$ cat src/rtl/lfsr_chunk_feeder.sv
// lfsr_chunk_feeder
//   Upstream sequencer for the dataSelectLFSR stage. Seeds the LFSR once per
//   packet, slices each accepted 64-bit word into ten 7-bit symbols pushed one
//   per cycle, and captures the LFSR state as the packet signature after the
//   final symbol of the packet.
// Ports:
//   clk, reset                 clock (rising edge), async active-high reset
//   start, seed_sel, seed      packet start; seed select / external seed
//   abort                      drop the current packet, no result
//   din, din_valid, din_last   word stream in; din_ready accepts a word
//   write, initialData         LFSR seed load
//   pushin, data               LFSR symbol push
//   rnd1                       LFSR state
//   result, result_valid       packet signature, one-cycle pulse
//   word_count                 words accepted in the current/last packet (saturating)
//   busy                       high whenever not IDLE
module lfsr_chunk_feeder #(
  parameter logic [63:0] SEED_DEFAULT = 64'h184EB5240ADEFEBB
) (
  input  logic        clk,
  input  logic        reset,
  input  logic        start,
  input  logic        seed_sel,
  input  logic [63:0] seed,
  input  logic        abort,
  input  logic [63:0] din,
  input  logic        din_valid,
  input  logic        din_last,
  output logic        din_ready,
  output logic        write,
  output logic [63:0] initialData,
  output logic        pushin,
  output logic [6:0]  data,
  input  logic [63:0] rnd1,
  output logic [63:0] result,
  output logic        result_valid,
  output logic [15:0] word_count,
  output logic        busy
);

  // Tied to the 7-bit LFSR data port: ceil(64/7).
  localparam int SYMS_PER_WORD = 10;

  localparam logic [2:0] IDLE    = 3'd0;
  localparam logic [2:0] LOAD    = 3'd1;
  localparam logic [2:0] WAIT    = 3'd2;
  localparam logic [2:0] SHIFT   = 3'd3;
  localparam logic [2:0] CAPTURE = 3'd4;

  logic [2:0]  state;
  logic [63:0] buffer;
  logic [3:0]  cnt;
  logic        last_f;

  // Handshake/strobe outputs decode straight from the state register, so no
  // input reaches an output combinationally and reset clears them at once.
  assign write     = (state == LOAD);
  assign pushin    = (state == SHIFT);
  assign din_ready = (state == WAIT);
  assign busy      = (state != IDLE);
  assign data      = buffer[6:0];

  always_ff @(posedge clk or posedge reset) begin
    if (reset) begin
      state        <= IDLE;
      buffer       <= '0;
      cnt          <= '0;
      last_f       <= 1'b0;
      initialData  <= '0;
      result       <= '0;
      result_valid <= 1'b0;
      word_count   <= '0;
    end else begin
      result_valid <= 1'b0;
      case (state)
        IDLE: begin
          if (start && !abort) begin
            initialData <= seed_sel ? seed : SEED_DEFAULT;
            word_count  <= '0;
            state       <= LOAD;
          end
        end
        LOAD: state <= abort ? IDLE : WAIT;
        WAIT: begin
          if (abort) begin
            state <= IDLE;
          end else if (din_valid) begin
            buffer <= din;
            last_f <= din_last;
            cnt    <= '0;
            if (word_count != 16'hFFFF) word_count <= word_count + 16'd1;
            state  <= SHIFT;
          end
        end
        SHIFT: begin
          // Zero fill leaves din[63] alone in bit 0 for the tenth symbol.
          buffer <= buffer >> 7;
          cnt    <= cnt + 4'd1;
          if (abort)
            state <= IDLE;
          else if (cnt == 4'(SYMS_PER_WORD - 1))
            state <= last_f ? CAPTURE : WAIT;
        end
        CAPTURE: begin
          // rnd1 already includes the final push made in the last SHIFT cycle.
          if (!abort) begin
            result       <= rnd1;
            result_valid <= 1'b1;
          end
          state <= IDLE;
        end
        default: state <= IDLE;
      endcase
    end
  end

endmodule

$ cat config.mk
export PLATFORM = sky130hd
export DESIGN_NAME = lfsr_chunk_feeder
export DESIGN_NICKNAME = d
export VERILOG_FILES = /design/src/rtl/lfsr_chunk_feeder.sv
export SDC_FILE = /design/constraint.sdc
export NUM_CORES = 1
export LEC_CHECK = 0
export CAP_MARGIN = 25
export CORE_AREA = 2 2 142 144
export DETAILED_ROUTE_END_ITERATION = 12
export DIE_AREA = 0 0 144 146
export MAX_ROUTING_LAYER = met4
export PLACE_DENSITY = 0.95
export RECOVER_POWER = 50
export SLEW_MARGIN = 20
export SYNTH_ARGS = -nofsm -noshare
export SYNTH_HDL_FRONTEND = slang
export SYNTH_SLANG_ARGS = --single-unit
$ cat constraint.sdc
create_clock -name clk -period 24.5 [get_ports clk]
set_input_delay 7.35 -clock clk [delete_from_list [all_inputs] [get_ports clk]]
set_output_delay 7.35 -clock clk [all_outputs]
set_load 0.03 [all_outputs]
==> reports/results.txt <==
Pwr Total: 1.08 mW
Yosys warns: 0
Core Util, Final: 0.704
Cells after Synth: 833
Fmax: 74.2 MHz
Core Footprint: 0.0193 mm^2
Clk_skew: 0.0125 ns
Syn_area_per_cell: 11.0 um^2
Mean number of vias per cell: 5.31
Slowest CP cell: clkbuf_1
Cell Pwr Density: 79.5 mW/mm^2
Post-synth top area share: 0.593
Synthesized netlist net count: 1035
Detailed router's first-iteration violation count: 330
Asr flop ratio synth: 1.00
Crit-path max FO: 99
Site Rows: 51
RD Place Congestion: 0.869
Critical Path RT: 23.84 ns
Cell total after placement: 1394
Seq/Total Area, Yosys: 0.593
Sw Pwr: 0.324 mW
Switching share of total power: 0.300
Nets: 1361
Largest net degree at the start of global routing: 140
Clock Tree Root: clkbuf_16
Failing checks: max-capacitance violations, max-slew violations
Critical setup path kind: in2async
Crit path cell chain: dlygate4sd3_1, clkinvlp_2, clkbuf_1
Crit path largest cell delay: 3.72 ns
Max Slew Vio Count: 471
Met3 WL: 2610 um
Clock Sinks: 217
Mapped cell area: 0.00916 mm^2
Setup bufs post-CTS: 0
Post-DP HPWL: 18700 um
Clk_lat worst skew: 0.50 ns
Grt ovf: 0
Placed Area: 0.0128 mm^2
H-tree levels: 1
Clock power frac: 0.339
CTS Hold Bufs: 0
Post-route cell area: 0.0136 mm^2
Die area: 0.0210 mm^2
Per-cell routed wire length: 19.5 um
Final setup fails: 0
CTS tree: done
Startpoint types: input pin
Drt first pass iters: 4
M1 WL: 9660 um
Total track usage: 0.267
First-pass GRT wire length: 42900 um
Top-level I/O count: 355
Port bufs: 354
Max clock buf depth: 3
Final cell count without fillers: 1441
Post-detailed-route DRC marker count: 0
Post-synth EDFFs: 0
Synth unique cells: 38
Share of layout cells above drive strength 1: 0.0894
Post_cts resized: 0
Synth Register Bits: 217
Vias: 7647
Unrepaired setup endpoints after global routing: no
Die Ht: 146 um
Leak: 6.08 nW
Antenna viol nets, final: 0
Final min period: 13.47 ns
Setup crit end kind: asynchronous set/reset pin
Peak supply drop: 0.0000634 V
Tightest Pin Transition: 5.24 ns
Post-Route Setup TNS: 0 ns
Top Layer Used: met4
Reg clk slew, reported paths: 0.06 ns
Most frequent cells after synthesis: dfrtp_1 (217), nand2_1 (162), o21ai_0 (116)
HP Class: reg2reg
Combinational power share: 0.231
Final hold vios: 0
Number of global-route vias before repair: 8286
Chip width: 144 um
Main flop type after synthesis: dfrtp_1
Crit path DAT: 12.81 ns
Max Cap Violations: 6
Cts bufs inserted: 23
Initial cell density of the core: 0.474
Top post-synthesis cells by area: dfrtp_1 (59%), mux2_2 (6.9%), nand2_1 (6.6%)
Pint: 0.757 mW
Area Overhead vs Synth: 48.5%
Final WL: 28200 um
Most frequent cell after synthesis: dfrtp_1
Metal2 WL: 14500 um
Seq pwr share: 0.430
Relative slew slack: -2.50
Initial antenna violation count: 1
Status: finished, violations left
Fin crit share: 0.550
Leading area contributor after synthesis: dfrtp_1
==> critical path, delay by kind of cell <==
kind     cells  cell delay, ns
buf+inv      3            5.33
==> sequential cells by signal (all words and copies together) (netlist names) <==
name / count
buffer: 64
cnt: 4
initialData: 64
last_f: 1
result: 64
result_valid: 1
state: 3
word_count: 16
==> routing by layer <==
layer | GRT usage | vias to the layer above
met3 | 0.0836 | 102
met5 | - | -
met4 | 0.127 | 0
li1 | - | 3485
met2 | 0.458 | 345
met1 | 0.277 | 3715
==> through the flow <==
step / setup slack, ns / hold slack [ns]
after CTS: 14.07 / 0.483
final: 11.03 / 0.479
after detailed placement: 14.60 / 0.469
after global routing: 9.66 / 0.501
after global placement: 14.67 / 0.459
after floorplan: 11.21 / 0.449
==> cell type report <==
class                           count  area [um^2]
Multi-Input combinational cell    547         3430
Tap cell                          265          332
Timing Repair Buffer              364         3600
Sequential cell                   217         5430
Inverter                            6         23.8
Clock inverter                     13          168
Clock buffer                       28          624
Antenna cell                        1         2.50
Fill cell                        1283         5730
==> power groups by stage <==
stage / sequential (mW) / clock [mW] / combinational (mW)
after floorplan: 0.506 / 0 / 0.0891
after global placement: 0.462 / 0 / 0.235
after detailed placement: 0.467 / 0 / 0.244
after CTS: 0.463 / 0.373 / 0.250
after global routing: 0.472 / 0.390 / 0.270
final: 0.465 / 0.367 / 0.250
==> cell families (layout without fill, tap and decap cells) <==
group / Yosys count / count (layout) / share of synthesized area
AOI/OAI and AO/OA: 172 / 172 / 0.101
xor gates and xnor gates: 1 / 1 / 0.000956
adders and majority gates: 3 / 3 / 0.00410
buffers and inverters: 69 / 411 / 0.0363
DFF: 217 / 217 / 0.593
muxes: 123 / 123 / 0.143
other: 0 / 1 / 0
and+or+nand+nor: 248 / 248 / 0.122
==> cells in the final DEF, fill, tap and decap left out, types with 9 or more instances in the layout <==
| cell | instances |
|---|---|
| mux2i_1 | 58 |
| nor2_1 | 17 |
| nand2_1 | 162 |
| dfrtp_1 | 217 |
| mux2_2 | 56 |
| o21ai_1 | 26 |
| clkbuf_1 | 10 |
| nor2b_1 | 37 |
| clkdlybuf4s50_1 | 351 |
| clkbuf_16 | 23 |
| mux2_1 | 9 |
| o21ai_0 | 118 |
==> worst paths after layout <==
kind / startpoint / end / slack [ns] / cells after the start
setup / recovery: reset / buffer[50] / 11.03 / 3
hold / removal: initialData[49] / initialData[49] / 0.48 / 2
setup reg to reg: state[1] / buffer[33] / 19.58 / 5
hold reg to reg: initialData[49] / initialData[49] / 0.48 / 2
max in group clk: abort / buffer[33] / 12.54 / 6
min in group asynchronous: reset / initialData[25] / 7.77 / 2
Note: power is estimated with default switching activity, not from simulation.
